<file path="config.mk">
export PLATFORM = sky130hd
export DESIGN_NAME = control_fsm_flat
export DESIGN_NICKNAME = d
export VERILOG_FILES = /design/src/rtl/control_fsm_pkg.sv /design/src/rtl/control_fsm_if.sv /design/src/rtl/control_fsm_opcode_class.sv /design/src/rtl/control_fsm.sv /design/src/flat_wrapper.sv
export SDC_FILE = /design/constraint.sdc
export NUM_CORES = 1
export LEC_CHECK = 0
export BUFFER_PORTS_ARGS = -buffer_cell sky130_fd_sc_hd__buf_2
export CORE_MARGIN = 5
export CORE_UTILIZATION = 51
export DETAILED_ROUTE_END_ITERATION = 7
export GPL_ROUTABILITY_DRIVEN = 0
export MAX_ROUTING_LAYER = met4
export PLACE_DENSITY_LB_ADDON = 0.12
export REMOVE_ABC_BUFFERS = 1
export SYNTH_ARGS = -nofsm -noshare
export SYNTH_HDL_FRONTEND = slang
export SYNTH_SLANG_ARGS = --single-unit
</file>
<file path="constraint.sdc">
create_clock -name clk -period 2 [get_ports clk]
set_input_delay 0.1 -clock clk [delete_from_list [all_inputs] [get_ports clk]]
set_output_delay 0.1 -clock clk [all_outputs]
set_load 0.005 [all_outputs]
</file>
<file path="src/rtl/control_fsm_pkg.sv">
// control_fsm_pkg
// Shared definitions for the multi-cycle control FSM: state encoding,
// RV32I base opcodes, pc_sel / wb_sel encodings and the opcode class
// record produced by opcode_class.
package control_fsm_pkg;

    typedef enum logic [2:0] {
        ST_FETCH     = 3'd0,
        ST_DECODE    = 3'd1,
        ST_EXECUTE   = 3'd2,
        ST_MEMORY    = 3'd3,
        ST_WRITEBACK = 3'd4,
        ST_TRAP      = 3'd5
    } state_t;

    localparam logic [6:0] OP_R      = 7'b0110011;
    localparam logic [6:0] OP_IMM    = 7'b0010011;
    localparam logic [6:0] OP_LOAD   = 7'b0000011;
    localparam logic [6:0] OP_STORE  = 7'b0100011;
    localparam logic [6:0] OP_BRANCH = 7'b1100011;
    localparam logic [6:0] OP_JAL    = 7'b1101111;
    localparam logic [6:0] OP_JALR   = 7'b1100111;
    localparam logic [6:0] OP_LUI    = 7'b0110111;
    localparam logic [6:0] OP_AUIPC  = 7'b0010111;

    localparam logic [1:0] PC_PLUS4  = 2'd0;
    localparam logic [1:0] PC_TARGET = 2'd1;
    localparam logic [1:0] PC_JALR   = 2'd2;

    localparam logic [1:0] WB_ALU    = 2'd0;
    localparam logic [1:0] WB_MEM    = 2'd1;
    localparam logic [1:0] WB_PC4    = 2'd2;

    typedef struct packed {
        logic legal;
        logic is_load;
        logic is_store;
        logic is_branch;
        logic is_jal;
        logic is_jalr;
        logic uses_imm;
    } op_class_t;

endpackage

</file>
<file path="src/rtl/control_fsm_if.sv">
// control_fsm_if
// Instruction/data memory handshake between the control FSM and memory.
//   imem_req   : fetch request            (FSM -> memory)
//   imem_ready : fetch data valid         (memory -> FSM)
//   dmem_req   : data access request      (FSM -> memory)
//   dmem_we    : data access is a write   (FSM -> memory)
//   dmem_ready : data access complete     (memory -> FSM)
interface control_fsm_if;
    logic imem_req;
    logic imem_ready;
    logic dmem_req;
    logic dmem_we;
    logic dmem_ready;

    modport master (output imem_req, dmem_req, dmem_we,
                    input  imem_ready, dmem_ready);
    modport slave  (input  imem_req, dmem_req, dmem_we,
                    output imem_ready, dmem_ready);
endinterface

</file>
<file path="src/rtl/control_fsm_opcode_class.sv">
// opcode_class
// Purely combinational opcode classifier.
//   opcode : 7-bit instruction opcode
//   cls    : {legal, is_load, is_store, is_branch, is_jal, is_jalr, uses_imm}
module opcode_class
    import control_fsm_pkg::*;
(
    input  logic [6:0] opcode,
    output op_class_t  cls
);

    always_comb begin
        cls = '0;
        case (opcode)
            OP_R:      cls.legal = 1'b1;
            OP_BRANCH: begin cls.legal = 1'b1; cls.is_branch = 1'b1; end
            OP_LOAD:   begin cls.legal = 1'b1; cls.is_load   = 1'b1; cls.uses_imm = 1'b1; end
            OP_STORE:  begin cls.legal = 1'b1; cls.is_store  = 1'b1; cls.uses_imm = 1'b1; end
            OP_JAL:    begin cls.legal = 1'b1; cls.is_jal    = 1'b1; cls.uses_imm = 1'b1; end
            OP_JALR:   begin cls.legal = 1'b1; cls.is_jalr   = 1'b1; cls.uses_imm = 1'b1; end
            OP_IMM, OP_LUI, OP_AUIPC:
                       begin cls.legal = 1'b1; cls.uses_imm  = 1'b1; end
            default:   cls = '0;
        endcase
    end

endmodule

</file>
<file path="src/rtl/control_fsm.sv">
// control_fsm
// Multi-cycle RV32I control sequencer: fetch, decode, execute, memory,
// writeback, with an absorbing trap state for illegal opcodes (and for
// memory timeouts when CTRL_TIMEOUT_EN is defined).
//
// Build option: `define CTRL_TIMEOUT_EN adds an 8-bit wait counter in
// FETCH/MEMORY; TIMEOUT_CYCLES consecutive not-ready cycles -> TRAP.
// Without it FETCH/MEMORY wait forever.
//
// Ports:
//   clk, rst      : clock, asynchronous active-high reset
//   mem           : memory handshake (control_fsm_if.master)
//   opcode        : opcode from decoder, stable until retirement
//   branch_taken  : branch compare result, used in EXECUTE
//   ir_we, pc_we, pc_sel, alu_src_b, wb_sel, reg_we : datapath controls
//   state         : current state encoding
//   trap          : fault flag (high only in TRAP)
//   retired       : count of cycles with pc_we=1 (wraps)
//
// state     | meaning
// FETCH     | request instruction, load IR on imem_ready
// DECODE    | check opcode legality
// EXECUTE   | ALU op; branches resolve and retire here
// MEMORY    | data access; stores retire on dmem_ready
// WRITEBACK | register write and PC update, one cycle
// TRAP      | absorbing fault, all strobes low, left only by rst
module control_fsm
    import control_fsm_pkg::*;
#(
    parameter int unsigned TIMEOUT_CYCLES = 15
) (
    input  logic                clk,
    input  logic                rst,
    control_fsm_if.master       mem,
    input  logic [6:0]          opcode,
    input  logic                branch_taken,
    output logic                ir_we,
    output logic                pc_we,
    output logic [1:0]          pc_sel,
    output logic                alu_src_b,
    output logic [1:0]          wb_sel,
    output logic                reg_we,
    output logic [2:0]          state,
    output logic                trap,
    output logic [31:0]         retired
);

    state_t      state_q, state_d;
    op_class_t   cls;
    logic [31:0] retired_q;
    logic        timeout_hit;

    opcode_class u_opcode_class (
        .opcode (opcode),
        .cls    (cls)
    );

`ifdef CTRL_TIMEOUT_EN
    logic [7:0] wait_cnt;
    logic       waiting;

    assign waiting = ((state_q == ST_FETCH)  && !mem.imem_ready) ||
                     ((state_q == ST_MEMORY) && !mem.dmem_ready);
    // Counter value TIMEOUT_CYCLES-1 marks the last permitted wait cycle.
    assign timeout_hit = waiting && (wait_cnt == 8'(TIMEOUT_CYCLES - 1));

    always_ff @(posedge clk or posedge rst) begin
        if (rst)
            wait_cnt <= 8'd0;
        else if (waiting && (state_d == state_q))
            wait_cnt <= wait_cnt + 8'd1;
        else
            wait_cnt <= 8'd0;
    end
`else
    logic unused_timeout_cfg;
    assign unused_timeout_cfg = |32'(TIMEOUT_CYCLES);
    assign timeout_hit        = 1'b0;
`endif

    always_ff @(posedge clk or posedge rst) begin
        if (rst)
            state_q <= ST_FETCH;
        else
            state_q <= state_d;
    end

    always_ff @(posedge clk or posedge rst) begin
        if (rst)
            retired_q <= 32'd0;
        else if (pc_we)
            retired_q <= retired_q + 32'd1;
    end

    always_comb begin
        state_d      = state_q;
        mem.imem_req = 1'b0;
        mem.dmem_req = 1'b0;
        mem.dmem_we  = 1'b0;
        ir_we        = 1'b0;
        pc_we        = 1'b0;
        pc_sel       = PC_PLUS4;
        alu_src_b    = 1'b0;
        wb_sel       = WB_ALU;
        reg_we       = 1'b0;

        case (state_q)
            ST_FETCH: begin
                mem.imem_req = 1'b1;
                if (timeout_hit) begin
                    state_d = ST_TRAP;
                end else if (mem.imem_ready) begin
                    ir_we   = 1'b1;
                    state_d = ST_DECODE;
                end
            end
            ST_DECODE: begin
                state_d = cls.legal ? ST_EXECUTE : ST_TRAP;
            end
            ST_EXECUTE: begin
                alu_src_b = cls.uses_imm;
                if (cls.is_load || cls.is_store) begin
                    state_d = ST_MEMORY;
                end else if (cls.is_branch) begin
                    pc_we   = 1'b1;
                    pc_sel  = branch_taken ? PC_TARGET : PC_PLUS4;
                    state_d = ST_FETCH;
                end else begin
                    state_d = ST_WRITEBACK;
                end
            end
            ST_MEMORY: begin
                mem.dmem_req = 1'b1;
                mem.dmem_we  = cls.is_store;
                if (timeout_hit) begin
                    state_d = ST_TRAP;
                end else if (mem.dmem_ready) begin
                    if (cls.is_store) begin
                        pc_we   = 1'b1;
                        state_d = ST_FETCH;
                    end else begin
                        state_d = ST_WRITEBACK;
                    end
                end
            end
            ST_WRITEBACK: begin
                reg_we  = 1'b1;
                pc_we   = 1'b1;
                state_d = ST_FETCH;
                if (cls.is_load)
                    wb_sel = WB_MEM;
                else if (cls.is_jal || cls.is_jalr)
                    wb_sel = WB_PC4;
                if (cls.is_jal)
                    pc_sel = PC_TARGET;
                else if (cls.is_jalr)
                    pc_sel = PC_JALR;
            end
            ST_TRAP: begin
                state_d = ST_TRAP;
            end
            default: begin
                state_d = ST_TRAP;
            end
        endcase
    end

    assign state   = state_q;
    assign trap    = (state_q == ST_TRAP);
    assign retired = retired_q;

endmodule

</file>
<file path="src/flat_wrapper.sv">
// flat-port wrapper written by rule: the top's interface ports become plain ports
module control_fsm_flat import control_fsm_pkg::*;
#(
    parameter int unsigned TIMEOUT_CYCLES = 15
)
  (clk, rst, opcode, branch_taken, ir_we, pc_we, pc_sel, alu_src_b, wb_sel, reg_we, state, trap, retired, mem_imem_req, mem_dmem_req, mem_dmem_we, mem_imem_ready, mem_dmem_ready);
  control_fsm_if mem_i ();
  input  logic clk;
  input  logic rst;
  input  logic [6:0] opcode;
  input  logic branch_taken;
  output logic ir_we;
  output logic pc_we;
  output logic [1:0] pc_sel;
  output logic alu_src_b;
  output logic [1:0] wb_sel;
  output logic reg_we;
  output logic [2:0] state;
  output logic trap;
  output logic [31:0] retired;
  output wire logic [$bits(mem_i.imem_req)-1:0] mem_imem_req;
  output wire logic [$bits(mem_i.dmem_req)-1:0] mem_dmem_req;
  output wire logic [$bits(mem_i.dmem_we)-1:0] mem_dmem_we;
  input wire logic [$bits(mem_i.imem_ready)-1:0] mem_imem_ready;
  input wire logic [$bits(mem_i.dmem_ready)-1:0] mem_dmem_ready;
  assign mem_imem_req = mem_i.imem_req;
  assign mem_dmem_req = mem_i.dmem_req;
  assign mem_dmem_we = mem_i.dmem_we;
  assign mem_i.imem_ready = mem_imem_ready;
  assign mem_i.dmem_ready = mem_dmem_ready;
  control_fsm #(.TIMEOUT_CYCLES(TIMEOUT_CYCLES)) u_core (.clk(clk), .rst(rst), .mem(mem_i), .opcode(opcode), .branch_taken(branch_taken), .ir_we(ir_we), .pc_we(pc_we), .pc_sel(pc_sel), .alu_src_b(alu_src_b), .wb_sel(wb_sel), .reg_we(reg_we), .state(state), .trap(trap), .retired(retired));
endmodule
</file>
Yosys cells after proc, flatten, opt, wreduce, memory -nomap -nowiden. Cells that the tools add are included.

$lt $le $gt $ge: 0. Bitwise gates (word level): 0. Multipliers: 0. Divide/modulo/power cells: 0. Multiplexer cells: 35. Add/sub/neg operators: 1. Shift-type cells: 0. Equal/unequal tests: 16. Reductions and logical operators: 6.

Operators with widths (number): adder 32 x 1 -> 32 bit, second input constant (1); == test 7 x 6 -> 1 bit, second input constant (3); == test 7 bit, second input constant (3); 2-to-1 mux 1 bit (19); 2-to-1 mux 3 bit (6); case mux 3 bit (5 select lines) (1); == test 7 x 5 -> 1 bit, second input constant (2); 2-to-1 mux 2 bit (7); OR reduction 9 bit (1); == test 7 x 2 -> 1 bit, second input constant (1); OR reduction 7 bit (1); == test 3 x 2 -> 1 bit, second input constant (2); == test 3 bit, second input constant (2); inequality test 2 bit, second input constant (2); case mux 2 bit (2 select lines) (1); == test 3 x 1 -> 1 bit, second input constant (1); logical NOT 3 bit (1); case mux 1 bit (3 select lines) (1); logical OR 1 bit (2); AND reduction 2 bit (1).

ROM bits: 0. Bits in writable memories: 0. Input bits: 12. Register bits after elaboration: 35. Memories kept: 0. Bits in latches: 0.

Depth between registers and ports, before layout.
Depth after elaboration: 6. Gate-level depth with buffers: 8. Gate-level depth less buffers: 7.

Cells and area by module. A second synthesis with hierarchy kept.

Cells, all modules: 193. Area, all modules: 1918.1 µm².

By module, submodules not included: control_fsm (cells an instance 174, times used 1, seq. area each 875.8 µm², area each 1785.5 µm²); opcode_class (cells an instance 19, times used 1, seq. area each 0.0 µm², area each 132.6 µm²).

Worst setup path after synthesis. OpenSTA, ideal clock, no wires.

Kind: register to register. From: register u_core.state_q[2], in the netlist u_core.state[2]. To: register u_core.retired_q[31], in the netlist u_core.retired[31]. Data required time: 1.921 ns. Library setup time: 0.079 ns. Arrival time: 1.610 ns. Path slack: 0.311 ns. Cell stages (with the launch flop): 7. Path buffers: 1. Cell sequence: dfrtp_1 > buf_6 > and4b_2 > a221oi_4 > nor3_4 > and4_1 > xor2_1.

Longest elaborated chain between the ends: 2. Elaborated cells on any way between the ends: 4. Those cells by class: eq/ne: 3; mux: 1.

Ends and longest elaborated chain: from (decl) (line control_fsm.sv:48) `state_t state_q, state_d;`; from (signal assigned) (line control_fsm.sv:85) `state_q <= state_d;`; == test 3 bit or == test 3 x 2 -> 1 bit (tied branches) (line control_fsm.sv:107) `case (state_q)`; case mux 1 bit (3 select lines) * (line control_fsm.sv:107); to (signal assigned) (line control_fsm.sv:92) `retired_q <= retired_q + 32'd1;`; to (decl) (line control_fsm.sv:50) `logic [31:0] retired_q;`.

Every way passes the cells marked *; elsewhere a longest branch is shown, timed or not. A chain may end at the register's enable or synchronous reset.

Final worst setup path.
From: register u_core.state_q[2], in the netlist u_core.state[2]. To: output port pc_we.

Longest elaborated chain between the ends: 2. Elaborated cells on any way between the ends: 4. Those cells by class: eq/ne: 3; mux: 1.

Ends and longest elaborated chain: == test 3 bit or == test 3 x 2 -> 1 bit (tied branches) (line control_fsm.sv:107); case mux 1 bit (3 select lines) * (line control_fsm.sv:107); to (decl) (line flat_wrapper.sv:13) `output logic pc_we;`.

Marked as above.

==> results.json <==
{
  "yosysUniqueCellTypes": 49,
  "path_max_fanout": 10,
  "period_minus_slack_ps": 1870,
  "p_leak_uw": 0.00120,
  "post_cts_buffers": 0,
  "crit_arrival_ps": 1770,
  "num_vias": 1630,
  "fp.dieW_um": 71.1,
  "numCtsBuffers": 5,
  "cp.required_ps": 1900,
  "grt_pass1_vias": 1614,
  "synthTopCellsByArea": "dfrtp_1 (46%), xnor2_1 (13%), nand4_1 (4.6%)",
  "critPathKind": "flop to output pin",
  "synth_edf_count": 0,
  "worstMarginPinSlew_ps": 451,
  "finalSetupViolCount": 0,
  "placed_area_um2": 2280,
  "final_common_cell": "buf_2",
  "rows": 22,
  "maxSlewViolCount": 0,
  "ys_ff_latch": 35,
  "die_y_um": 71.1,
  "worstSetupStartpointType": "flop",
  "clock_sinks": 35,
  "initial_core_util_pct": 52.4,
  "post-route-drc-count": 0,
  "netlist_area_um2": 1910,
  "gr-total-overflow": 0,
  "root_buffer": "clkbuf_8",
  "clk_latency_ps": 290,
  "drv_cap": 0,
  "cts_buffer_depth": 2,
  "pin_count": 59,
  "max_slew_margin_pct": 69.5,
  "pwr-share-comb_pct": 6.9,
  "rsz0062_at_grt": "no",
  "hp-class": "input port to flop",
  "setup-tns-final_ps": 0,
  "drt-total-wl_um": 4300,
  "fmaxAchievable_ghz": 0.536,
  "drtIter0Drc": 51,
  "port_buffers": 58,
  "viasPerCell": 5.49,
  "wl_per_cell_um": 14.5,
  "yosys_warnings": 0,
  "synth_area_per_cell_um2": 10.6,
  "synth_top_area_share_pct": 46.0,
  "core-area_um2": 3630,
  "grt_usage_pct": 18.7,
  "netlist_instances": 179,
  "end_kind": "output pin",
  "synth_top_area_cell": "dfrtp_1",
  "drive_above_1_share_pct": 35.7,
  "async_reset_ff_share_pct": 100,
  "detail_route.first_pass.iterations": 4,
  "pwr-share-seq_pct": 55.3,
  "grt_max_degree": 36,
  "yosysSeqAreaShare_pct": 46.0,
  "path_clk_slew_ps": 70,
  "switchingPower_uw": 321,
  "p_per_area_nw_per_um2": 555,
  "status": "finished clean",
  "dieArea_um2": 5060,
  "swShare_pct": 24.4,
  "synthToLayoutAreaGrowth_pct": 24.6,
  "fin_skew_ps": 4.72,
  "internal-power_uw": 997,
  "h-tree-depth": 2,
  "antenna_cells": 0,
  "grt_pass1_wl_um": 7450,
  "hold_viol": 0,
  "layout_common_cells": "buf_2 (58), dfrtp_1 (34), xnor2_1 (28)",
  "cts_tree": "done",
  "p_clk_share_pct": 37.8,
  "fin_crit_sh_pct": 93.3,
  "layout.nets": 261,
  "final_cell_area_um2": 2370,
  "antenna_found_initial": 0,
  "synthFlopType": "dfrtp_1",
  "peakVddDrop_mv": 0.548,
  "postRouteAntennaNets": 0,
  "hpwl_um": 3270
}
Yosys cell counts (2+ instances only):
cell type / count
nor3_1: 3
buf_6: 2
a22oi_1: 2
and3_1: 6
xor2_1: 3
xnor2_1: 28
dfrtp_1: 35
and2_1: 2
nor2_1: 8
nand3_1: 10
nor3b_1: 2
nor3_4: 2
and4_1: 5
nand2_1: 18
nand2b_1: 2
nor2b_1: 2
nand4_1: 14
a21o_1: 2
inv_1: 3
worst paths after layout:
check                           slack, ps  cells after the start            endpoint               start
worst max register to register        150                      5  u_core.retired[24]     u_core.state[2]
worst max-delay path                  130                      5               pc_we     u_core.state[2]
max in group asynchronous            1230                      4     u_core.state[1]                 rst
min in group asynchronous             440                      4  u_core.retired[11]                 rst
worst min register to register        460                      1  u_core.retired[31]  u_core.retired[31]
worst min-delay path                  260                      4     u_core.state[0]      mem_imem_ready
logic make-up after synthesis:
kind of cell | Yosys count | synth area share, %
buffers and inverters | 9 | 2.82
multiplexers | 1 | 0.591
XOR/XNOR | 31 | 14.2
flip-flops | 35 | 46.0
adder cells (fa/ha/maj) | 2 | 1.18
AO/OA/AOI/OAI | 15 | 7.16
AND/OR/NAND/NOR | 86 | 28.0
registers in the layout (all words and copies together) (netlist names):
signal	flops
u_core.state	3
u_core.retired	32
power by group through the flow:
| stage | clock, µW | sequential [µW] | combinational (µW) |
|---|---|---|---|
| 2_1_floorplan | 0 | 739 | 45.0 |
| 3_3_place_gp | 0 | 740 | 84.9 |
| 3_5_place_dp | 0 | 742 | 90.0 |
| 4_1_cts | 510 | 728 | 91.6 |
| 5_1_grt | 541 | 730 | 102 |
| 6_report | 499 | 728 | 91.0 |
final cells by class:
class,instances,area [µm²]
Multi-Input combinational cell,135,976
Timing Repair Buffer,67,360
Sequential cell,35,877
Inverter,4,15.0
Fill cell,326,1260
Tap cell,48,60.1
Clock buffer,6,72.6
Clock inverter,2,12.5
routing by layer:
layer  track usage [%]  vias up  share of wire (%)
li1                  -      780                  -
met1              22.2      801                 42
met2              30.9       43                 51
met3              5.11        6                6.1
met4              6.05        0                1.0
met5                 -        -                  0
timing repair:
item                                    4_1_cts  5_1_grt
hold buffers                                  1        0
resized for setup                             0        1
endpoints found under the setup margin        0        7
endpoints found under the hold margin        35        0
per-stage QoR:
stage | std cells | setup WS (ps) | power [µW] | hold WS (ps) | util, %
3_3_place_gp | 288 | 212 | 825 | 210 | 62.7
2_1_floorplan | 174 | 166 | 784 | 235 | -
4_1_cts | 297 | 84.8 | 1330 | 271 | 65.3
3_5_place_dp | 288 | 119 | 831 | 217 | 62.7
6_report | 297 | 134 | 1320 | 262 | 65.3
5_1_grt | 297 | 21.0 | 1370 | 335 | 65.3
worst max-delay path, stage by stage, from the launching register on:
cell and delay (ps):
dfrtp_1 510, and4b_2 390, a22oi_1 90, o21ai_2 180, buf_4 180, buf_2 120
Power figures use the tool's default switching activity.
